[config.mk]
export PLATFORM = sky130hd
export DESIGN_NAME = expr_eval
export DESIGN_NICKNAME = d
export VERILOG_FILES = /design/src/rtl/expr_eval.sv
export SDC_FILE = /design/constraint.sdc
export NUM_CORES = 1
export LEC_CHECK = 0
export CORE_MARGIN = 1
export CORE_UTILIZATION = 40
export DETAILED_ROUTE_END_ITERATION = 12
export GPL_TIMING_DRIVEN = 0
export HOLD_SLACK_MARGIN = 0.1
export PLACE_DENSITY_LB_ADDON = 0.08
export SLEW_MARGIN = 20
export SYNTH_ARGS = -nofsm -noshare
export SYNTH_HDL_FRONTEND = slang
export SYNTH_SLANG_ARGS = --single-unit
export TNS_END_PERCENT = 1
[constraint.sdc]
create_clock -name clk -period 3.5 [get_ports clk]
set_clock_uncertainty 0.2 [all_clocks]
set_input_delay 0.7 -clock clk [delete_from_list [all_inputs] [get_ports clk]]
set_output_delay 0.7 -clock clk [all_outputs]
set_load 0.1 [all_outputs]
[src/rtl/expr_eval.sv]
// ---------------------------------------------------------------------------
// expr_eval
//   Byte-serial evaluator for ASCII expressions of unsigned decimal numbers
//   joined by '+' and '-'. It flags whether the string consumed so far is a
//   complete valid expression and evaluates it modulo 2^W.
//
//   Optional feature: define EXPR_MUL_EN to accept '*' as an operator that
//   binds tighter than '+'/'-'. Without it '*' is an illegal character and no
//   term multiplier is built.
//
// Ports
//   clk       rising-edge clock
//   clr       synchronous active-high reset; only way out of the error state
//   in_valid  qualifies in; a character is consumed on an edge only when high
//   in        ASCII character
//   out       high when the consumed string is a complete valid expression
//   err       sticky syntax error
//   result    value of the expression so far (0 while in error)
//   ovf       sticky wrap indicator (also shows wrap of the pending term)
//
// Handshake: there is no back-pressure. A character is taken on every rising
// edge where in_valid=1; with in_valid=0 all state holds. clr beats in_valid.
// Outputs reflect a character one edge after it is taken.
// ---------------------------------------------------------------------------
module expr_eval #(
   parameter int W          = 8,
   parameter int MAX_DIGITS = 3
) (
   input  logic         clk,
   input  logic         clr,
   input  logic         in_valid,
   input  logic [7:0]   in,
   output logic         out,
   output logic         err,
   output logic [W-1:0] result,
   output logic         ovf
);

   localparam int DW = $clog2(MAX_DIGITS + 1);

   typedef enum logic [1:0] {
      EMPTY = 2'd0,
      NUM   = 2'd1,
      OP    = 2'd2,
      ERR   = 2'd3
   } state_t;

   typedef enum logic [1:0] {
      C_DIGIT = 2'd0,
      C_ADDSUB = 2'd1,
      C_MUL   = 2'd2,
      C_BAD   = 2'd3
   } cls_t;

   state_t         state, state_next;
   cls_t           cls;
   logic [W-1:0]   sum, cur;
   logic           neg, ovf_r;
   logic [DW-1:0]  dcnt;
   logic [3:0]     dval;

   logic           do_first, do_digit, do_commit, do_mul;

   // Character classification
   always_comb begin
      cls = C_BAD;
      if (in >= 8'h30 && in <= 8'h39)
         cls = C_DIGIT;
      else if (in == 8'h2B || in == 8'h2D)
         cls = C_ADDSUB;
`ifdef EXPR_MUL_EN
      else if (in == 8'h2A)
         cls = C_MUL;
`endif
   end

   assign dval = in[3:0];

   // Digit accumulation with headroom to detect wrap of cur*10+digit.
   logic [W+3:0] acc;
   logic         acc_wrap;
   assign acc      = (W+4)'(cur) * (W+4)'(10) + (W+4)'(dval);
   assign acc_wrap = |acc[W+3:W];

   // Pending term value: term*cur when multiplication exists, else cur.
   logic [W-1:0] prod;
   logic         prod_wrap;
`ifdef EXPR_MUL_EN
   logic [W-1:0]   term;
   logic [2*W-1:0] prod_full;
   assign prod_full = (2*W)'(term) * (2*W)'(cur);
   assign prod      = prod_full[W-1:0];
   assign prod_wrap = |prod_full[2*W-1:W];
`else
   assign prod      = cur;
   assign prod_wrap = 1'b0;
`endif

   // Live combination sum +/- prod; carry or borrow both count as wrap.
   logic [W:0]   add_full, sub_full;
   logic [W-1:0] live;
   logic         live_wrap;
   assign add_full  = {1'b0, sum} + {1'b0, prod};
   assign sub_full  = {1'b0, sum} - {1'b0, prod};
   assign live      = neg ? sub_full[W-1:0] : add_full[W-1:0];
   assign live_wrap = prod_wrap | (neg ? sub_full[W] : add_full[W]);

   // Next-state and datapath strobes
   always_comb begin
      state_next = state;
      do_first   = 1'b0;
      do_digit   = 1'b0;
      do_commit  = 1'b0;
      do_mul     = 1'b0;
      if (in_valid) begin
         case (state)
            EMPTY, OP: begin
               if (cls == C_DIGIT) begin
                  state_next = NUM;
                  do_first   = 1'b1;
               end else begin
                  state_next = ERR;
               end
            end
            NUM: begin
               case (cls)
                  C_DIGIT: begin
                     if (dcnt < DW'(MAX_DIGITS))
                        do_digit = 1'b1;
                     else
                        state_next = ERR;
                  end
                  C_ADDSUB: begin
                     state_next = OP;
                     do_commit  = 1'b1;
                  end
                  C_MUL: begin
                     state_next = OP;
                     do_mul     = 1'b1;
                  end
                  default: state_next = ERR;
               endcase
            end
            default: state_next = ERR;
         endcase
      end
   end

   // State register
   always_ff @(posedge clk) begin
      if (clr)
         state <= EMPTY;
      else
         state <= state_next;
   end

   // Datapath registers; strobes are mutually exclusive.
   always_ff @(posedge clk) begin
      if (clr) begin
         sum   <= '0;
         cur   <= '0;
         neg   <= 1'b0;
         dcnt  <= '0;
         ovf_r <= 1'b0;
`ifdef EXPR_MUL_EN
         term  <= W'(1);
`endif
      end else begin
         if (do_first) begin
            cur  <= W'(dval);
            dcnt <= DW'(1);
         end
         if (do_digit) begin
            cur   <= acc[W-1:0];
            dcnt  <= dcnt + DW'(1);
            ovf_r <= ovf_r | acc_wrap;
         end
         if (do_commit) begin
            sum   <= live;
            neg   <= (in == 8'h2D);
            ovf_r <= ovf_r | live_wrap;
`ifdef EXPR_MUL_EN
            term  <= W'(1);
`endif
         end
`ifdef EXPR_MUL_EN
         if (do_mul) begin
            term  <= prod;
            ovf_r <= ovf_r | prod_wrap;
         end
`endif
      end
   end

   // Outputs decoded from registered state
   always_comb begin
      out    = (state == NUM);
      err    = (state == ERR);
      ovf    = ovf_r | ((state == NUM) & live_wrap);
      result = '0;
      case (state)
         NUM:       result = live;
         EMPTY, OP: result = sum;
         default:   result = '0;
      endcase
   end

endmodule

==> results.md <==
- The run finished with clean final reports.
- The power density of the placed cells is 207.2 mW/mm².
- The full die area is 0.005768 mm².
- The post-placement cell count is 360.
- The setup path with the least slack is of type flop to primary output.
- The core region is 0.005172 mm².
- The total global routing overflow is 0.
- The total count of hold-check failures in the final report came to 0.
- The clock reaches the later pin of the worst-skew pair after 0.27 ns.
- The class of the worst hold path is flop to flop.
- The combined global-route utilization of all metal layers is 19.70%.
- STA puts the critical path data required time at 2.60 ns.
- The count of nets left with antenna violations after detail routing is 0.
- The number of warnings issued by yosys is 0.
- The initial antenna violation count is 0.
- The number of global-route vias before repair is 1903.
- The maximum resistive drop on vdd is 101.4 µV.
- TritonCTS built the clock tree.
- 22 I/O pins were placed.
- Across the run, the number of max-cap violations was 0.
- Of all nets on the critical path, the largest fanout is 7.
- For this run, the post-layout net count is 348.
- In this run the critical register-to-register path is launched from cur[1].
- The endpoint identified for the worst register-to-register timing path is ovf_r.
- The synthesized netlist net count is 317.
- The max-slew violation count is 0.
- The floorplan step set the die height to 75.95 µm.
- The tree built by TritonCTS fans out to 22 sinks.
- The number of inserted diodes is 0.
- The routed via count divided by cell count is 5.443.
- Static timing analysis puts the maximum clock frequency at 0.2888 GHz.
- The detail-routed net length per standard cell is 14.81 µm.
- The number of DRC violations after detailed routing is 0.
- The finished layout holds 370 standard cells, fillers aside.
- The signal arrival time at the worst endpoint is 2.56 ns.
- In the final timing run, aggregate negative setup slack is 0 ns.
- Clock-pin slew was measured on the worst setup and hold paths at 0.08 ns.
- Summed over all cells, the static leakage comes to 1.088 nW.
- The worst register-to-register path has a setup slack of 0.90 ns.
- Synthesis inferred 22 register bits.
- The number of cells on the worst hold path is 1.
- The count of buffers added on input and output ports is 20.
- Row generation in the floorplan step produced 26 rows.
- The average cell area after synthesis is 8.100 µm².
- The post-synthesis to final-layout area growth is 26.14%.
- The startpoint identified for the worst hold timing path is dcnt[0].
- The critical path launch point type is a flop.
- Setup violations remaining at the end of the flow were counted as 0.
- The number of fill cells is 499.
- The transition time at the pin with the least slew margin is 0.9615 ns.
- After synthesis, flip-flops and latches occupy 20.14% of the total area.
- In this run the number of H-tree levels came out at 1.
- In this run the tightest slew margin relative to its limit is 35.70%.
- The die is 75.95 µm wide.
- Entering global routing, the biggest net connects 14 pins.
- For hold timing, the worst endpoint is dcnt[0].
- The placer's final routability congestion estimate is 0.8508.
- The minimum clock period after layout is 3.462 ns.
- The detailed router finished its first iteration with 100 violations.
- For this run, the detailed router's first-pass iteration total came to 4.
- Clock tree synthesis selected as its root buffer the cell sky130_fd_sc_hd__clkbuf_8.
- The global-route wire length before repair is 9149 µm.
- Measured on the finished design, the core utilization comes to 53.34%.
- The number of cells on the worst reg-to-reg path is 8.
- The final layout contains routed wiring with a total length of 5478 µm.
- The CTS buffer count is 3.
- Setup repair after global routing could not meet its margin everywhere.
- STA classifies the critical path endpoint as a primary output.
- Of the available clock period, the critical path in the final layout requires 98.92%.
- The initial standard-cell utilization of the core is 42.28%.
- The fraction of synthesis flops using an asynchronous set or reset pin is 0%.
- The tightest hold margin is 0.2831 ns.
- The fraction of final layout cells with drive strength greater than 1 is 18.33%.
- The dominant synthesized flop cell is sky130_fd_sc_hd__dfxtp_1.
- The routed layout has 2014 vias.
- The HPWL after detailed placement is 4185 µm.
- The maximum clock path buffer count is 2.
- The synthesized design contains 0 enable-type register cells.
- The cell area after technology mapping is 0.002187 mm².
- The number of different library cells used by synthesis comes to 46.
- The instance count of the mapped netlist is 270.
- The count of hold-fix buffers inserted at cts is 0.
area by class of cell:
class,count,area (µm²),share of cell area [%]
repair buffers,28,267.8,9.705
clock buffers,3,41.29,1.497
well taps,70,87.58,3.175
plain buffers,9,52.55,1.905
clock inverters,1,30.03,1.088
flip-flops and latches,22,455.4,16.51
multi-input cells,212,1725,62.54
inverters,25,98.84,3.583
cell usage in the layout, fill, tap and decap left out, types with 3 or more instances in the layout:
| cell type | count |
|---|---|
| sky130_fd_sc_hd__ha_1 | 29 |
| sky130_fd_sc_hd__o2bb2ai_1 | 4 |
| sky130_fd_sc_hd__clkdlybuf4s50_1 | 12 |
| sky130_fd_sc_hd__a21oi_2 | 3 |
| sky130_fd_sc_hd__a211oi_1 | 12 |
| sky130_fd_sc_hd__nor2_1 | 26 |
| sky130_fd_sc_hd__dfxtp_4 | 3 |
| sky130_fd_sc_hd__dfxtp_1 | 16 |
| sky130_fd_sc_hd__o21ai_0 | 7 |
| sky130_fd_sc_hd__clkbuf_1 | 5 |
| sky130_fd_sc_hd__a21o_1 | 5 |
| sky130_fd_sc_hd__and3_1 | 3 |
| sky130_fd_sc_hd__nor2b_1 | 5 |
| sky130_fd_sc_hd__nand3_1 | 4 |
| sky130_fd_sc_hd__clkbuf_8 | 3 |
| sky130_fd_sc_hd__o211ai_1 | 3 |
| sky130_fd_sc_hd__a22oi_1 | 7 |
| sky130_fd_sc_hd__a21oi_1 | 15 |
| sky130_fd_sc_hd__nor3_1 | 8 |
| sky130_fd_sc_hd__xor2_1 | 7 |
| sky130_fd_sc_hd__nand2b_1 | 4 |
| sky130_fd_sc_hd__nand2_1 | 12 |
| sky130_fd_sc_hd__fa_1 | 3 |
| sky130_fd_sc_hd__inv_1 | 21 |
| sky130_fd_sc_hd__dfxtp_2 | 3 |
| sky130_fd_sc_hd__buf_6 | 3 |
| sky130_fd_sc_hd__buf_4 | 9 |
| sky130_fd_sc_hd__xnor2_1 | 7 |
| sky130_fd_sc_hd__mux2i_1 | 3 |
| sky130_fd_sc_hd__o22ai_1 | 3 |
metrics by stage:
stage | instance area (µm²) | setup slack (ns) | power (mW)
final | 2759 | 0.03784 | 0.5716
after global routing | 2759 | -0.04113 | 0.5935
after CTS | 2611 | -0.05529 | 0.5773
after detailed placement | 2521 | -0.9495 | 0.3324
after global placement | 2509 | -0.9559 | 0.3311
after floorplan | 2221 | -0.4257 | 0.3042
flip-flops by register name, summed over array words and instances (netlist names):
name	cells
state	2
dcnt	2
neg	1
sum	8
cur	8
ovf_r	1
layer usage:
layer,vias up,routed length [µm],GRT usage [%]
met5,-,0,0
met4,0,92,5.577
met3,6,122,3.012
met1,945,2753,26.51
met2,26,2509,32.55
li1,1037,-,-
worst max path at each step:
stage                start         to  slack [ns]  cells past startpoint
floorplan           cur[0]  result[4]       -0.43                      9
global placement    cur[4]  result[7]       -0.96                     10
detailed placement  cur[4]  result[7]       -0.95                     10
CTS                 cur[0]  result[6]       -0.06                     10
global route        cur[0]  result[6]       -0.04                     10
finish              cur[5]  result[6]        0.04                      9
critical path, cell delays in order, from the launching register on:
cell and delay, ns:
sky130_fd_sc_hd__dfxtp_1 0.46, sky130_fd_sc_hd__inv_1 0.07, sky130_fd_sc_hd__ha_1 0.41, sky130_fd_sc_hd__nand3_1 0.11, sky130_fd_sc_hd__o211ai_1 0.32, sky130_fd_sc_hd__o21a_1 0.20, sky130_fd_sc_hd__a21oi_2 0.06, sky130_fd_sc_hd__xor2_2 0.19
sky130_fd_sc_hd__o31ai_4 0.26, sky130_fd_sc_hd__buf_12 0.21
report_power, final:
| part | internal [mW] | switching (mW) | leakage (nW) | total [mW] |
|---|---|---|---|---|
| Combinational | 0.0265 | 0.0442 | 0.870 | 0.0706 |
| Sequential | 0.250 | 0.00556 | 0.182 | 0.256 |
| Clock | 0.153 | 0.0921 | 0.0357 | 0.245 |
| Total | 0.430 | 0.142 | 1.09 | 0.572 |
what timing repair did:
item                                    CTS  global route
resized for setup                        48            32
pin swaps                                 1             9
buffers inserted                          0             8
endpoints found under the setup margin    8             7
Yosys cell counts (all sizes together) (4+ instances only):
cell / count / area, µm²
a211oi: 14 / 110.1
a21o: 5 / 37.54
a21oi: 18 / 90.09
a22oi: 7 / 52.55
clkbuf: 8 / 30.03
dfxtp: 22 / 440.4
fa: 4 / 80.08
ha: 32 / 400.4
inv: 24 / 95.09
nand2: 12 / 45.04
nand2b: 4 / 25.02
nand3: 5 / 37.54
nor2: 27 / 101.4
nor2b: 5 / 31.28
nor3: 8 / 40.04
nor4: 4 / 25.02
o21ai: 8 / 40.04
o2bb2ai: 5 / 43.79
o31ai: 4 / 30.03
xnor2: 7 / 61.31
xor2: 8 / 70.07
kinds of logic (layout without fill, tap and decap cells):
group	count (synthesis)	count (layout)	synth area share, %
fa+ha+maj	36	36	21.97
simple gates	84	84	20.31
mux	3	3	1.373
buf+inv	36	66	7.093
flops	22	22	20.14
compound gates	74	74	23.11
xor+xnor	15	15	6.007
No activity file was read; power rests on OpenSTA's default activity.
==> variant 1 (same settings) <==
The parameter `MAX_DIGITS` goes from 3 to 6.
--- a/src/rtl/expr_eval.sv
+++ b/src/rtl/expr_eval.sv
@@ -25,5 +25,5 @@
 module expr_eval #(
    parameter int W          = 8,
-   parameter int MAX_DIGITS = 3
+   parameter int MAX_DIGITS = 6
 ) (
    input  logic         clk,
Behaviour: not the same (Yosys sat finds a counterexample within 10 cycles, from zero or initial values).
==> variant 1 against the original RTL <==
Final cell count is 3.8% higher; die area is 4.6% higher; final area is 2.9% lower; first-iteration DRC count is 28% lower; sequential share of layout area is 1.0 points higher; global-route usage is 0.62 points higher; count of clock-buffer cells in the layout stayed put; total power is 10% lower; synthesized area is 4.7% higher; worst setup slack worse by 0.0036 ns; routed wire length is 3.3% higher; sequential cell count is 1 higher.
==> variant 1: results (changes against the original RTL) <==
| Metric | Value |
|---|---|
| Data buffer area share | 0.1037 (was 0.1161) |
| Worst rel slew slack | 0.3482 (was 0.3570) |
| Placer Congestion | 0.8854 (was 0.8508) |
| FF+latch count, synth | 23 (was 22) |
| R2r setup slk | 0.96 ns (was 0.90 ns) |
| Vias in the first global route | 1,974 (was 1,903) |
| Global routing usage on met1 | 0.2832 (was 0.2651) |
| Arrival time worst endpoint | 2.57 ns (was 2.56 ns) |
| DP Worst Slack | -0.7039 ns (was -0.9495 ns) |
| Nonclk buf count | 33 (was 37) |
| Unique masters post-synth | 59 (was 46) |
| Largest regs | cur (8), sum (8), dcnt (3) (was cur (8), sum (8)) |
| Layout Nets | 360 (was 348) |
| Setup ws final | 0.03425 ns (was 0.03784 ns) |
| Post-route cell area | 2679 um^2 (was 2759 um^2) |
| RR Startpoint | cur[0] (was cur[1]) |
| Multi-input gate area | 1688 um^2 (was 1725 um^2) |
| Largest net degree at the start of global routing | 15 (was 14) |
| GR Util met2 | 0.3336 (was 0.3255) |
| Register area | 469.2 um^2 (was 455.4 um^2) |
| Top post-synthesis cells by area | dfxtp_1 (20%), ha_1 (17%), a21oi_1 (5.5%) (was dfxtp_1 (20%), ha_1 (18%), nor2_1 (4.6%)) |
| Signal inverters | 28 (was 25) |
| VDD IR-drop max | 0.0001534 V (was 0.0001014 V) |
| Largest fanout on the critical path | 6 (was 7) |
| Syn Std Cell Area | 2291 um^2 (was 2187 um^2) |
| Initial detailed-routing violation count | 72 (was 100) |
| Crit path largest cell delay | 0.41 ns (was 0.46 ns) |
| Multi-input gates | 224 (was 212) |
| Clock network area share | 0.01822 (was 0.02585) |
| Status | finished, final reports clean (unchanged) |
| Met3 Use GR | 0.03176 (was 0.03012) |
| DP Area | 2597 um^2 (was 2521 um^2) |
| Leak | 1.152 nW (was 1.088 nW) |
| Cells after DPL | 380 (was 360) |
| Vias per std cell | 5.359 (was 5.443) |
| Max stage delay cell, worst path | dfxtp_4 (was dfxtp_1) |
| Hold Slack | 0.2906 ns (was 0.2831 ns) |
| Post-synthesis sequential area ratio | 0.2010 (was 0.2014) |
| Fillcell total | 584 (was 499) |
variant 1: where the power goes:
part	leakage, nW	total [mW]	internal [mW]	switching [mW]
registers	0.189	0.265	0.263	0.00222
clock network	0.0217	0.177	0.0808	0.0967
logic	0.942	0.0717	0.0255	0.0461
variant 1: worst min-delay path by stage:
stage          startpoint      end  depth (start not counted)
6_report          dcnt[0]  dcnt[0]                          1
3_5_place_dp      dcnt[0]  dcnt[0]                          1
2_1_floorplan     dcnt[0]  dcnt[0]                          1
4_1_cts           dcnt[0]  dcnt[0]                          1
3_3_place_gp      dcnt[0]  dcnt[0]                          1
5_1_grt           dcnt[0]  dcnt[0]                          1
variant 1: cell families after synthesis:
family,synth area share
AOI/OAI and AO/OA,0.2004
adders and majority gates,0.2097
DFF,0.2010
buffers and inverters,0.07045
muxes,0.01311
xor gates and xnor gates,0.06117
and+or+nand+nor,0.2441
==> variant 2 (same flow settings) <==
Made on the original files. The 4 states of `state_t` get a Gray code encoding in 2 bits.
--- a/src/rtl/expr_eval.sv
+++ b/src/rtl/expr_eval.sv
@@ -40,8 +40,8 @@
 
    typedef enum logic [1:0] {
-      EMPTY = 2'd0,
-      NUM   = 2'd1,
-      OP    = 2'd2,
-      ERR   = 2'd3
+      EMPTY = 2'b00,
+      NUM   = 2'b01,
+      OP    = 2'b11,
+      ERR   = 2'b10
    } state_t;
 
Check against the original RTL: same outputs for any inputs over 4 cycles, from zero or initial values; so few cycles prove little.
==> variant 2 against the original RTL <==
Combinational power decreased by 1%; register-to-register slack got worse by 0.04 ns; final area increased by 3.4%; synthesized area increased by 6.4%; sequential cell count unchanged; clock power increased by 4%; routed wire length increased by 13%; final cell count increased by 6.8%; worst setup slack improved by 0.071 ns; total power increased by 0.56%.
==> variant 2: results (changes against the original RTL) <==
| Metric | Value |
|---|---|
| Status | finished, final reports clean (unchanged) |
| Switching share of power | 0.2516 (was 0.2481) |
| CP endpoint | result[7] (was result[6]) |
| Port bufs | 21 (was 20) |
| Met3 Use GR | 0.01977 (was 0.03012) |
| Met1 WL | 2.962 mm (was 2.753 mm) |
| Sequential cell area share | 0.1596 (was 0.1651) |
| Syn_nets | 343 (was 317) |
| Mux cell area share after synthesis | 0.02205 (was 0.01373) |
| Layout cell share with drive strength beyond 1 | 0.1548 (was 0.1833) |
| Multi-input gates | 235 (was 212) |
| GRT Total Usage | 0.2159 (was 0.1970) |
| Hold path depth | 2 (was 1) |
| Global routing usage on met1 | 0.2851 (was 0.2651) |
| Synthesized-area fraction occupied by adder cells | 0.2173 (was 0.2197) |
| Seq_cells | 22 (unchanged) |
| Top post-synthesis cells by area | dfxtp_1 (19%), ha_1 (18%), nor2_1 (5.5%) (was dfxtp_1 (20%), ha_1 (18%), nor2_1 (4.6%)) |
| Leak | 1.222 nW (was 1.088 nW) |
| Clock network area share | 0.02499 (was 0.02585) |
| Drt total wl | 6.213 mm (was 5.478 mm) |
| Number of cells on the worst reg-to-reg path | 9 (was 8) |
| Largest fanout on the critical path | 10 (was 7) |
| Vias per std cell | 5.625 (was 5.443) |
| Complex-gate fraction of the synthesized area | 0.2238 (was 0.2311) |
| Multi-input gate share of the layout cell area | 0.6291 (was 0.6254) |
| Post-synthesis sequential area ratio | 0.1893 (was 0.2014) |
| Critical path launch point | cur[4] (was cur[5]) |
| Post_cts resized | 56 (was 48) |
| Comb. pwr | 69.9 uW (was 70.6 uW) |
| VDD IR-drop max | 0.0001980 V (was 0.0001014 V) |
| Signal inverters | 26 (was 25) |
| Hpwl dp | 4.532 mm (was 4.185 mm) |
| Data buffer area share | 0.1144 (was 0.1161) |
| First-pass GRT wire length | 10.36 mm (was 9.149 mm) |
-- variant 2: changes by cell type after synthesis, sizes merged, moves of 5 or more --
| cell | unedited run | this run |
|---|---|---|
| nor2 | 27 | 34 |
| o21ai | 8 | 14 |
| nand3 | 5 | 10 |
| a211oi | 14 | 4 |
| nand2 | 12 | 17 |
| o2bb2ai | 5 | 0 |
-- variant 2: critical path: stages (launching register included) --
cell and delay (ns):
dfxtp_2 0.41, inv_1 0.06, ha_2 0.44, nor2_1 0.07, a2bb2oi_1 0.22, a31oi_2 0.15
nor4_4 0.29, nor4_2 0.09, o31ai_4 0.27, buf_12 0.21
-- variant 2: per-stage QoR --
step                instance area (um^2)  cells  hold slack (ns)
finish                              2854    395           0.3190
global route                        2854    395           0.3507
CTS                                 2743    391           0.3107
detailed placement                  2648    387           0.2967
global placement                    2648    387           0.2870
floorplan                           2347    294           0.2695
